## config.mk

```make
export PLATFORM = sky130hd
export DESIGN_NAME = traffic_seq_ctrl
export DESIGN_NICKNAME = d
export VERILOG_FILES = /design/src/rtl/traffic_seq_ctrl.sv
export SDC_FILE = /design/constraint.sdc
export NUM_CORES = 1
export LEC_CHECK = 0
export CAP_MARGIN = 15
export CORE_ASPECT_RATIO = 0.8
export CORE_MARGIN = 2
export CORE_UTILIZATION = 35
export CTS_BUF_LIST = sky130_fd_sc_hd__clkbuf_8
export DETAILED_ROUTE_END_ITERATION = 12
export DONT_BUFFER_PORTS = 1
export GPL_TIMING_DRIVEN = 0
export PLACE_DENSITY = 0.5
export SYNTH_ARGS = -nofsm -noshare
export SYNTH_HDL_FRONTEND = slang
export SYNTH_SLANG_ARGS = --single-unit
```

## constraint.sdc

```tcl
create_clock -name clk -period 1.4 [get_ports clk]
set_input_delay 0.28 -clock clk [delete_from_list [all_inputs] [get_ports clk]]
set_output_delay 0.28 -clock clk [all_outputs]
set_load 0.01 [all_outputs]
```

## src/rtl/traffic_seq_ctrl.sv

```systemverilog
// Traffic-light sequencer for a four-way junction with a pedestrian phase.
// It drives an external 10-bit countdown timer via load/data_load and advances
// on the timer's terminal-count flag.
//
// Every non-IDLE phase spends one LOAD cycle, which strobes the timer, and then
// a number of WAIT cycles that last until tc is seen.
//
// Ports:
//   clk        - single clock, all state changes on posedge
//   reset      - asynchronous, active-high reset
//   enable     - 1 = cycle the lights, 0 = park in IDLE at the next phase end
//   ped_req    - pedestrian request, latched into ped_pending
//   tc         - terminal count from the countdown timer
//   load       - one-cycle load strobe to the timer
//   data_load  - count value for the timer (zero unless load is high)
//   ns_light   - north-south lamps, one-hot {red,yellow,green}
//   ew_light   - east-west lamps, one-hot {red,yellow,green}
//   walk       - pedestrian walk lamp
//   phase      - phase code (0 IDLE .. 7 WALK)
//   busy       - high in every phase except IDLE
module traffic_seq_ctrl #(
  parameter logic [9:0] T_GREEN  = 10'd20,
  parameter logic [9:0] T_YELLOW = 10'd4,
  parameter logic [9:0] T_RED    = 10'd2,
  parameter logic [9:0] T_WALK   = 10'd10
) (
  input  logic       clk,
  input  logic       reset,
  input  logic       enable,
  input  logic       ped_req,
  input  logic       tc,
  output logic       load,
  output logic [9:0] data_load,
  output logic [2:0] ns_light,
  output logic [2:0] ew_light,
  output logic       walk,
  output logic [2:0] phase,
  output logic       busy
);

  typedef enum logic [2:0] {
    PhIdle = 3'd0,
    PhNsg  = 3'd1,
    PhNsy  = 3'd2,
    PhAr1  = 3'd3,
    PhEwg  = 3'd4,
    PhEwy  = 3'd5,
    PhAr2  = 3'd6,
    PhWalk = 3'd7
  } phase_e;

  localparam logic [2:0] LampR = 3'b100;
  localparam logic [2:0] LampY = 3'b010;
  localparam logic [2:0] LampG = 3'b001;

  phase_e     phase_q, phase_d;
  logic       in_load_q, in_load_d;
  logic       ped_pending_q, ped_pending_d;
  logic       load_q, load_d;
  logic [9:0] data_load_q, data_load_d;
  logic [2:0] ns_q, ns_d;
  logic [2:0] ew_q, ew_d;
  logic       walk_q, walk_d;
  logic       busy_q, busy_d;
  phase_e     seq_next;

  // The phase that follows the current one when its timer expires.
  always_comb begin
    seq_next = PhIdle;
    if (enable) begin
      case (phase_q)
        PhNsg:   seq_next = PhNsy;
        PhNsy:   seq_next = PhAr1;
        PhAr1:   seq_next = PhEwg;
        PhEwg:   seq_next = PhEwy;
        PhEwy:   seq_next = PhAr2;
        PhAr2:   seq_next = ped_pending_q ? PhWalk : PhNsg;
        PhWalk:  seq_next = PhAr1;
        default: seq_next = PhNsg;
      endcase
    end else begin
      // A yellow always passes through all-red before parking.
      if (phase_q == PhNsy) begin
        seq_next = PhAr1;
      end else if (phase_q == PhEwy) begin
        seq_next = PhAr2;
      end else begin
        seq_next = PhIdle;
      end
    end
  end

  // Phase and sub-state. tc is stale in IDLE and in LOAD, so it is ignored there.
  always_comb begin
    phase_d   = phase_q;
    in_load_d = 1'b0;
    if (phase_q == PhIdle) begin
      if (enable) begin
        phase_d   = PhNsg;
        in_load_d = 1'b1;
      end
    end else if (in_load_q) begin
      in_load_d = 1'b0;
    end else if (tc) begin
      phase_d   = seq_next;
      in_load_d = (seq_next != PhIdle);
    end
  end

  // The request is cleared both on the edge entering WALK LOAD and during that
  // LOAD cycle, so a press while the walk is starting is absorbed by it.
  always_comb begin
    ped_pending_d = ped_pending_q | ped_req;
    if ((phase_d == PhWalk && in_load_d) || (phase_q == PhWalk && in_load_q)) begin
      ped_pending_d = 1'b0;
    end
  end

  // Outputs are decoded from the next state so they change together with the phase register.
  always_comb begin
    load_d      = in_load_d;
    data_load_d = '0;
    ns_d        = LampR;
    ew_d        = LampR;
    walk_d      = 1'b0;
    busy_d      = (phase_d != PhIdle);
    case (phase_d)
      PhNsg: begin
        ns_d = LampG;
        if (in_load_d) data_load_d = T_GREEN;
      end
      PhNsy: begin
        ns_d = LampY;
        if (in_load_d) data_load_d = T_YELLOW;
      end
      PhEwg: begin
        ew_d = LampG;
        if (in_load_d) data_load_d = T_GREEN;
      end
      PhEwy: begin
        ew_d = LampY;
        if (in_load_d) data_load_d = T_YELLOW;
      end
      PhAr1, PhAr2: begin
        if (in_load_d) data_load_d = T_RED;
      end
      PhWalk: begin
        walk_d = 1'b1;
        if (in_load_d) data_load_d = T_WALK;
      end
      default: begin
        data_load_d = '0;
      end
    endcase
  end

  always_ff @(posedge clk or posedge reset) begin
    if (reset) begin
      phase_q       <= PhIdle;
      in_load_q     <= 1'b0;
      ped_pending_q <= 1'b0;
      load_q        <= 1'b0;
      data_load_q   <= '0;
      ns_q          <= LampR;
      ew_q          <= LampR;
      walk_q        <= 1'b0;
      busy_q        <= 1'b0;
    end else begin
      phase_q       <= phase_d;
      in_load_q     <= in_load_d;
      ped_pending_q <= ped_pending_d;
      load_q        <= load_d;
      data_load_q   <= data_load_d;
      ns_q          <= ns_d;
      ew_q          <= ew_d;
      walk_q        <= walk_d;
      busy_q        <= busy_d;
    end
  end

  assign load      = load_q;
  assign data_load = data_load_q;
  assign ns_light  = ns_q;
  assign ew_light  = ew_q;
  assign walk      = walk_q;
  assign phase     = phase_q;
  assign busy      = busy_q;

endmodule

```

# Word-level counts from Yosys, hierarchy flattened
# Index checks and enable logic that the tools add are counted.
# totals
register_bits	23
input_bits	5
wordCells	55
# classes
n_eq_ne	14
mux	22
bitwise_logic	1
reduce_logical	10
# ops
op	n
one-hot mux 10 bit (4 select lines)	1
two-way mux 3 bit	9
equality test 3 bit, second input constant	8
one-hot mux 3 bit (6 select lines)	1
equality test 3 x 2 -> 1 bit, second input constant	4
one-hot mux 3 bit (2 select lines)	2
OR reduction 2 bit	4
equality test 3 x 1 -> 1 bit, second input constant	2
two-way mux 1 bit	6
nonzero test 3 bit	2
two-way mux 5 bit	1
two-way mux 4 bit	1
logical NOT 3 bit	1
logical AND 1 bit	2
two-way mux 2 bit	1
logical OR 1 bit	1
OR 1 bit	1

# Longest topological paths before layout
# Gate-level depths: netlist (run 1).
# logic_depth
ltp_word	11
mapped_depth	4
mapped_depth_nobuf	3

# Least setup slack after synthesis (run 1)
# Ideal clock, no wire load.
# synth_timing
kind	register to register
from	register load (netlist name)
to	register phase_q[2], in the netlist phase[2]
setup_ps	131
arrival_time_ps	1015
required_time_ps	1269
path_slack_ps	254
path_stages_with_launch	5
path_buffers	1
period_less_slack_ps	1146
cell_sequence	dfrtp_1 > nand2b_2 > buf_6 > a221oi_2 > o211ai_1
# synth_rtl
element	line_no	source
to (signal assigned)	159	phase_q <= PhIdle;
to (signal assigned)	169	phase_q <= phase_d;
to (decl)	56	phase_e phase_q, phase_d;

==> reports/qor.yml, run 1 <==
run_status: "finished, violations left"
violations: "negative hold slack"
synth_area_per_cell_um2: 10.2
synth_edf_count: 0
cts.hold.buffers_added: 0
cts-resized-gates: 0
required_ns: 1.52
slew_headroom_pct: 58.3
reg2reg_depth: 4
vias: 660
timing.rr.end: "phase[2]$_DFF_PP0_"
maxCapViolCount: 0
cts_setup_buffers: 0
skew_ns: 0.00375
fmax_mhz: 787
htreeDepth: 1
setup_violations: 0
ys_seq_elements: 17
finalHoldViolations: 15
row_count: 16
critPathMaxStageDelay_ns: 0.45
regToRegSetupSlack_ns: 0.13
period_share_pct: 90.7
final_util_pct: 41.9
port_buffers: 0
cts.sinks: 17
syn_area_um2: 931
clockBufferDepth: 2
crit_path_end_kind: "flip-flop"
yosysUniqueCellTypes: 38
drc: 0
grt_max_degree: 18
yosysSeqAreaShare_pct: 46.0
firstDrtPassIters: 4
antenna_found_initial: 0
cts_tree: "built"
dpl.hpwl_um: 1320
worst_hold_slack_ns: -0.0113
synth-main-ff-cell: "dfrtp_1"
leakage_nw: 0.466
grt_pass1_vias: 612
worstSetupStartpointType: "flip-flop"
clk_pin_slew_worst_paths_ns: 0.07
fin_setup_tns_ns: 0
grt_pass1_wl_um: 3150
initial_core_util_pct: 37.5
place.gp.congestion: 0.851
dr.first_iter.drc_count: 24
power_density_mw_per_mm2: 2170
areaGrowthSynthToFinish_pct: 11.8
cp_max_fo: 10
rsz0062_at_grt: "false"
crit_type: "flip-flop to flip-flop"
dieWidth_um: 61.7
diodes: 0
cts_buffers: 3
core-area_mm2: 0.00248
worstSkewPairLatency_ns: 0.25
syn_inst: 91
wl_per_cell_um: 13.3
reg2reg_from: "load$_DFF_PP0_"
final_common_cell: "dfrtp_1"
ant_nets: 0
global_route.usage.total_pct: 14.0
yosysWarnings: 0
viasPerCell: 4.85
ir_drop_v: 0.000649
crit_arrival_ns: 1.39
hp-class: "input port to asynchronous set/reset pin"
drv_slew: 0
slowest_stage: "dfrtp_1"
layout_common_cells: "dfrtp_1 (15), buf_4 (8), nand2_1 (7), a21oi_1 (7), conb_1 (6)"
synth-async-reset-ratio_pct: 100
layout_min_cycle_time_ns: 1.27
dieArea_mm2: 0.00309
wirelength_um: 1810
grt.overflow.total: 0
root_buffer: "clkbuf_8"
ioPinCount: 27
path_cells: "nand2b_2 > buf_6 > a221oi_2 > o211ai_1"
final_nets: 106
tightest_slew_ns: 0.625
die_h_um: 50.1
layout-drive-gt1-share_pct: 30.0
worst max-delay path, delay by kind of cell, from the launching register on:
family,cells,cell delay [ns]
flip-flops,1,0.45
AND/OR/NAND/NOR,1,0.25
buffers and inverters,1,0.16
AO/OA/AOI/OAI,2,0.28
cell families (layout without fill, tap and decap cells):
kind of cell	count (synthesis)	after routing	share of synthesized area [%]
other	1	6	0.403
flip-flops	17	17	46.0
AO/OA/AOI/OAI	27	27	21.4
buffers and inverters	17	21	13.4
AND/OR/NAND/NOR	29	29	18.8
how the worst max path moves through the flow:
stage / cells after the start / startpoint / end / slack, ns
final: 4 / load$_DFF_PP0_ / phase[2]$_DFF_PP0_ / 0.13
after global routing: 4 / load$_DFF_PP0_ / phase[2]$_DFF_PP0_ / 0.05
after CTS: 4 / load$_DFF_PP0_ / phase[2]$_DFF_PP0_ / 0.15
after detailed placement: 4 / load$_DFF_PP0_ / phase[2]$_DFF_PP0_ / 0.17
after global placement: 4 / load$_DFF_PP0_ / phase[2]$_DFF_PP0_ / 0.16
after floorplan: 4 / load$_DFF_PP0_ / phase[2]$_DFF_PP0_ / 0.25
where the power goes:
group,switching (mW),total (mW),internal (mW),leakage (nW)
Clock,0.168,0.366,0.197,0.0255
Combinational,0.538,0.959,0.421,0.231
Sequential,0.238,0.935,0.696,0.209
metal layers:
metal	GRT usage, %	wire length [µm]	vias to the layer above	part of all wire, %
li1	-	-	328	-
met1	20.6	887	303	49
met2	18.2	772	27	43
met3	6.82	138	2	7.6
met4	3.19	13	0	0.72
met5	0	0	-	0
layout make-up:
| cell class | count | area (µm²) |
|---|---|---|
| inverters | 4 | 15.0 |
| clock buffers | 3 | 41.3 |
| multi-input cells | 62 | 397 |
| well taps | 36 | 45.0 |
| flip-flops and latches | 17 | 428 |
| plain buffers | 13 | 110 |
| clock inverters | 1 | 5.00 |
| fillers | 264 | 1440 |
synth_stat cells, types with 2 or more instances:
cell	number	area share (%)
nand3_1	5	2.7
dfstp_2	2	5.6
dfrtp_1	15	40
a21oi_1	7	3.8
buf_6	4	4.8
buf_4	8	6.5
o211ai_1	4	3.2
nor2_1	3	1.2
and2b_2	2	1.9
inv_1	3	1.2
nand2_1	7	2.8
o21ai_1	2	1.1
a22oi_1	2	1.6
nor2b_1	2	1.3
and2_1	2	1.3
sequential cells by signal, indices dropped and copies added (netlist names):
name	flops
load	1
phase	3
data_load	4
ped_pending_q	1
ns_light	3
ew_light	3
walk	1
busy	1
metrics by stage:
step | setup WS (ns) | std cells | total power, mW | cell area (µm²) | hold slack [ns]
detailed placement | 0.166 | 132 | 1.91 | 995 | 0.291
floorplan | 0.254 | 96 | 1.71 | 950 | 0.205
finish | 0.130 | 136 | 2.26 | 1040 | -0.0113
CTS | 0.147 | 136 | 2.27 | 1040 | 0.0173
global route | 0.0466 | 136 | 2.45 | 1040 | 0.0401
global placement | 0.157 | 132 | 1.91 | 995 | 0.287
No activity file was read; power rests on OpenSTA's default activity.
==> run 2, diff against run 1 <==
- PLACE_DENSITY: 0.5 -> default
==> run 2 against run 1 <==
Compared with the run above: the run still ends with negative hold slack left; non-clock buffer count did not move; utilization stayed put; hold slack gained 0.0029 ns; power is 0.20% higher; clock power decreased by 2%; critical path depth is the same; final area did not move; cell count unchanged; die area unchanged; highest routed layer unchanged.
==> reports/qor.yml, run 2 (synthesis results as in run 1) <==
layout-drive-gt1-share_pct: 30.0  # unchanged
dp.cells: 132  # unchanged
cts.sinks: 17  # unchanged
rsz0062_at_grt: "false"
final_util_pct: 41.9  # unchanged
regToRegSetupSlack_ns: 0.16  # +0.03 ns
reg2reg_from: "load$_DFF_PP0_"
tightest_slew_ns: 0.624  # -0.00128 ns
core-area_mm2: 0.00248  # unchanged
largest_register_ffs: 4  # unchanged
violations: "negative hold slack"
htreeDepth: 1  # unchanged
layout_min_cycle_time_ns: 1.24  # -0.0322 ns
dieWidth_um: 61.7  # unchanged
grt_max_degree: 18  # unchanged
wirelength_um: 1840  # +1.5%
cts-resized-gates: 0  # unchanged
crit_path_end_kind: "flip-flop"
wl_per_cell_um: 13.5  # +1.5%
cts_buffers: 3  # unchanged
areaGrowthSynthToFinish_pct: 11.8  # unchanged
required_ns: 1.53  # about the same
setup_violations: 0  # unchanged
root_buffer: "clkbuf_8"
dpl.hpwl_um: 1360  # +2.7%
slowest_stage: "dfrtp_1"
dieArea_mm2: 0.00309  # unchanged
cts_tree: "built"
worst_hold_slack_ns: -0.00838  # +0.00288 ns
viasPerCell: 5.05  # +4.1%
fmax_mhz: 808  # +2.6%
antenna_found_initial: 0  # unchanged
drc: 0  # unchanged
crit_type: "flip-flop to flip-flop"
finalHoldViolations: 15  # unchanged
ir_drop_v: 0.000785  # +21%
layout_common_cells: "dfrtp_1 (15), buf_4 (8), nand2_1 (7), a21oi_1 (7), conb_1 (6)"
stdcell_count: 136  # unchanged
firstDrtPassIters: 4  # unchanged
ant_nets: 0  # unchanged
worstSkewPairLatency_ns: 0.25  # about the same
port_buffers: 0  # unchanged
slew_headroom_pct: 58.4  # +0.086 points
power_density_mw_per_mm2: 2170  # +0.20%
crit_arrival_ns: 1.37  # -0.02 ns
fin_setup_tns_ns: 0  # unchanged
cp_max_fo: 10  # unchanged
cts.hold.buffers_added: 0  # unchanged
clk_pin_slew_worst_paths_ns: 0.06  # about the same
power_mw: 2.26  # +0.20%
drv_slew: 0  # unchanged
worstSetupStartpointType: "flip-flop"
timing.rr.end: "phase[2]$_DFF_PP0_"
die_h_um: 50.1  # unchanged
final_nets: 106  # unchanged
clockBufferDepth: 2  # unchanged
cts_setup_buffers: 0  # unchanged
hp-class: "input port to asynchronous set/reset pin"
critPathMaxStageDelay_ns: 0.44  # about the same
run_status: "finished, violations left"
grt_pass1_vias: 630  # +2.9%
grt.overflow.total: 0  # unchanged
reg2reg_depth: 4  # unchanged
path_cells: "nand2b_2 > buf_6 > a221oi_2 > o211ai_1"
dr.first_iter.drc_count: 34  # +42%
final_common_cell: "dfrtp_1"
ioPinCount: 27  # unchanged
period_share_pct: 88.4  # -2.3 points
row_count: 16  # unchanged
skew_ns: 0.00144  # -0.00231 ns
vias: 687  # +4.1%
fillCellCount: 264  # unchanged
diodes: 0  # unchanged
maxCapViolCount: 0  # unchanged
place.gp.congestion: 0.862  # +1.2%
grt_pass1_wl_um: 3170  # +0.44%
leakage_nw: 0.466  # unchanged
initial_core_util_pct: 37.5  # unchanged
global_route.usage.total_pct: 14.2  # +0.12 points
==> run 2: cell counts in the layout (fill, tap and decap cells not counted) <==
No cell type changed its count.
==> run 2: cell type report <==
| cell class | instances | area, µm² | area share [%] |
|---|---|---|---|
| flip-flops and latches | 17 | 428 | 41.1 |
| multi-input cells | 62 | 397 | 38.1 |
| plain buffers | 13 | 110 | 10.6 |
| well taps | 36 | 45.0 | 4.33 |
| clock buffers | 3 | 41.3 | 3.97 |
| inverters | 4 | 15.0 | 1.44 |
| clock inverters | 1 | 5.00 | 0.481 |
==> run 2: layer usage <==
layer  wire [µm]  vias up  global-route usage [%]
li1            -      328                       -
met1         881      329                    21.9
met2         799       28                    17.0
met3         146        2                    6.30
met4          11        0                    4.26
met5           0        -                       0
==> run 2: power breakdown <==
part	internal [mW]	switching (mW)	total, mW	leakage [nW]
logic	0.421	0.545	0.966	0.231
registers	0.696	0.241	0.937	0.209
clock network	0.197	0.163	0.360	0.0255
==> run 2: worst max-delay path: cells and delay by family, from the launching register on <==
| family | cells | cell delay [ns] |
|---|---|---|
| flops | 1 | 0.44 |
| compound gates | 2 | 0.27 |
| simple gates | 1 | 0.24 |
| buf+inv | 1 | 0.16 |
==> run 2: how the worst max path moves through the flow <==
stage	from	endpoint	slack, ns	cells past startpoint
3_3_place_gp	load$_DFF_PP0_	phase[2]$_DFF_PP0_	0.16	4
4_1_cts	phase[1]$_DFF_PP0_	load$_DFF_PP0_	0.17	4
5_1_grt	phase[1]$_DFF_PP0_	load$_DFF_PP0_	0.07	4
6_report	load$_DFF_PP0_	phase[2]$_DFF_PP0_	0.16	4
2_1_floorplan	load$_DFF_PP0_	phase[2]$_DFF_PP0_	0.25	4
3_5_place_dp	phase[1]$_DFF_PP0_	load$_DFF_PP0_	0.18	4
==> run 2: metrics by stage <==
step | instance area [µm²] | setup WS (ns) | hold slack (ns)
after global placement | 995 | 0.165 | 0.291
final | 1040 | 0.162 | -0.00838
after floorplan | 950 | 0.254 | 0.205
after detailed placement | 995 | 0.184 | 0.302
after CTS | 1040 | 0.168 | 0.0223
after global routing | 1040 | 0.0673 | 0.0443
==> run 3, diff against run 2 <==
- CORE_UTILIZATION: 35 -> 50
==> run 3 against run 2 <==
Compared with the run above: the run still ends with negative hold slack left; sequential power about the same; highest routed layer unchanged; flip-flop and latch count unchanged; hold slack worse by 0.0053 ns.
==> reports/qor.yml, run 3 (synthesis results as in run 1) <==
cts-resized-gates: 0  # unchanged
ioPinCount: 27  # unchanged
grt_max_degree: 18  # unchanged
dieArea_mm2: 0.00223  # -28%
port_buffers: 0  # unchanged
violations: "negative hold slack"
place.gp.congestion: 0.878  # +1.9%
cts.hold.buffers_added: 0  # unchanged
diodes: 0  # unchanged
final_common_cell: "dfrtp_1"
run_status: "finished, violations left"
crit_type: "flip-flop to flip-flop"
maxCapViolCount: 0  # unchanged
wirelength_um: 1750  # -4.7%
largest_register_ffs: 4  # unchanged
htreeDepth: 1  # unchanged
reg2reg_from: "load$_DFF_PP0_"
ir_drop_v: 0.00133  # +70%
dpl_worst_slack_ns: 0.155  # -0.0289 ns
global_route.usage.total_pct: 18.2  # +4.0 points
initial_core_util_pct: 55.0  # +18 points
skew_ns: 0.00241  # +0.000966 ns
dieWidth_um: 52.2  # -15%
grt.overflow.total: 0  # unchanged
critPathTopFamily: "flip-flops"
grt_pass1_wl_um: 2990  # -5.7%
ant_nets: 0  # unchanged
worstSkewPairLatency_ns: 0.25  # about the same
die_h_um: 42.6  # -15%
path_cells: "nand2b_2 > buf_6 > a221oi_2 > o211ai_1"
critPathLaunch: "load$_DFF_PP0_"
setup_violations: 0  # unchanged
layout_min_cycle_time_ns: 1.27  # +0.0317 ns
antenna_found_initial: 0  # unchanged
final_area_mm2: 0.00102  # -1.7%
worst_hold_slack_ns: -0.0136  # -0.00527 ns
cts_buffers: 3  # unchanged
root_buffer: "clkbuf_8"
grt_pass1_vias: 640  # +1.6%
critPathMaxStageDelay_ns: 0.45  # about the same
drv_slew: 0  # unchanged
crit_buf_inv: 1  # unchanged
wl_per_cell_um: 14.4  # +6.3%
cp_max_fo: 10  # unchanged
leakage_nw: 0.466  # unchanged
power_density_mw_per_mm2: 2210  # +1.6%
fin_setup_tns_ns: 0  # unchanged
vias: 675  # -1.7%
required_ns: 1.53  # about the same
layout-drive-gt1-share_pct: 30.0  # unchanged
viasPerCell: 5.53  # +9.5%
hp-class: "input port to asynchronous set/reset pin"
setup_ws_ns: 0.130  # -0.0317 ns
crit_path_end_kind: "flip-flop"
stdcell_count: 122  # -10%
placed_cell_area_um2: 977  # -1.8%
row_count: 13  # -3
cts_setup_buffers: 0  # unchanged
slowest_stage: "dfrtp_1"
slew_headroom_pct: 58.8  # +0.41 points
firstDrtPassIters: 4  # unchanged
clk_pin_slew_worst_paths_ns: 0.06  # about the same
fmax_mhz: 788  # -2.5%
final_nets: 106  # unchanged
crit_arrival_ns: 1.40  # +0.03 ns
tightest_slew_ns: 0.618  # -0.00621 ns
worstSetupStartpointType: "flip-flop"
cts_tree: "built"
areaGrowthSynthToFinish_pct: 9.95
layout_common_cells: "dfrtp_1 (15), buf_4 (8), nand2_1 (7), a21oi_1 (7), conb_1 (6)"
dr.first_iter.drc_count: 3  # -91%
finalHoldViolations: 15  # unchanged
dpl.hpwl_um: 1310  # -4.0%
rsz0062_at_grt: "false"
clockBufferDepth: 2  # unchanged
cts.sinks: 17  # unchanged
period_share_pct: 90.7  # +2.3 points
dp.cells: 118  # -11%
core-area_mm2: 0.00169  # -32%
drc: 0  # unchanged
## run 3: worst paths after layout
check	to	slack, ns	cells past startpoint
worst max-delay path	phase[2]$_DFF_PP0_	0.13	4
worst max register to register	phase[2]$_DFF_PP0_	0.13	4
max in group asynchronous	phase[2]$_DFF_PP0_	1.01	1
min in group clk	ped_pending_q$_DFF_PP0_	0.16	1
worst min-delay path	ew_light[1]$_DFF_PP0_	-0.01	1
worst min register to register	data_load[3]$_DFF_PP0_	0.65	2
## run 3: stage by stage
stage          total power [mW]  utilization, %
3_5_place_dp               1.90            57.8
6_report                   2.26            60.5
4_1_cts                    2.27            60.5
3_3_place_gp               1.89            57.8
5_1_grt                    2.44            60.5
2_1_floorplan              1.71               -
## run 3: cell type report
type | count | area, µm²
Inverter | 4 | 15.0
Clock inverter | 1 | 5.00
Fill cell | 157 | 668
Sequential cell | 17 | 428
Clock buffer | 3 | 41.3
Multi-Input combinational cell | 62 | 397
Buffer | 13 | 110
Tap cell | 22 | 27.5
## run 3: metal layers
layer	part of all wire, %	up-vias	GRT usage (%)
met5	0	-	0
met4	0.57	0	3.08
met3	7.5	2	8.93
met2	43	26	25.8
met1	49	323	25.2
li1	-	324	-
## run 3: worst reg2reg max path, delay by kind of cell (launching register included)
| kind | cells | cell delay (ns) |
|---|---|---|
| buffers and inverters | 1 | 0.16 |
| AO/OA/AOI/OAI | 2 | 0.29 |
| flip-flops | 1 | 0.45 |
| AND/OR/NAND/NOR | 1 | 0.25 |
## run 3: report_power, final
group          internal (mW)  total (mW)  switching [mW]
Clock                  0.198       0.364           0.166
Combinational          0.421       0.962           0.541
Sequential             0.696       0.935           0.239
Total                   1.31        2.26           0.946
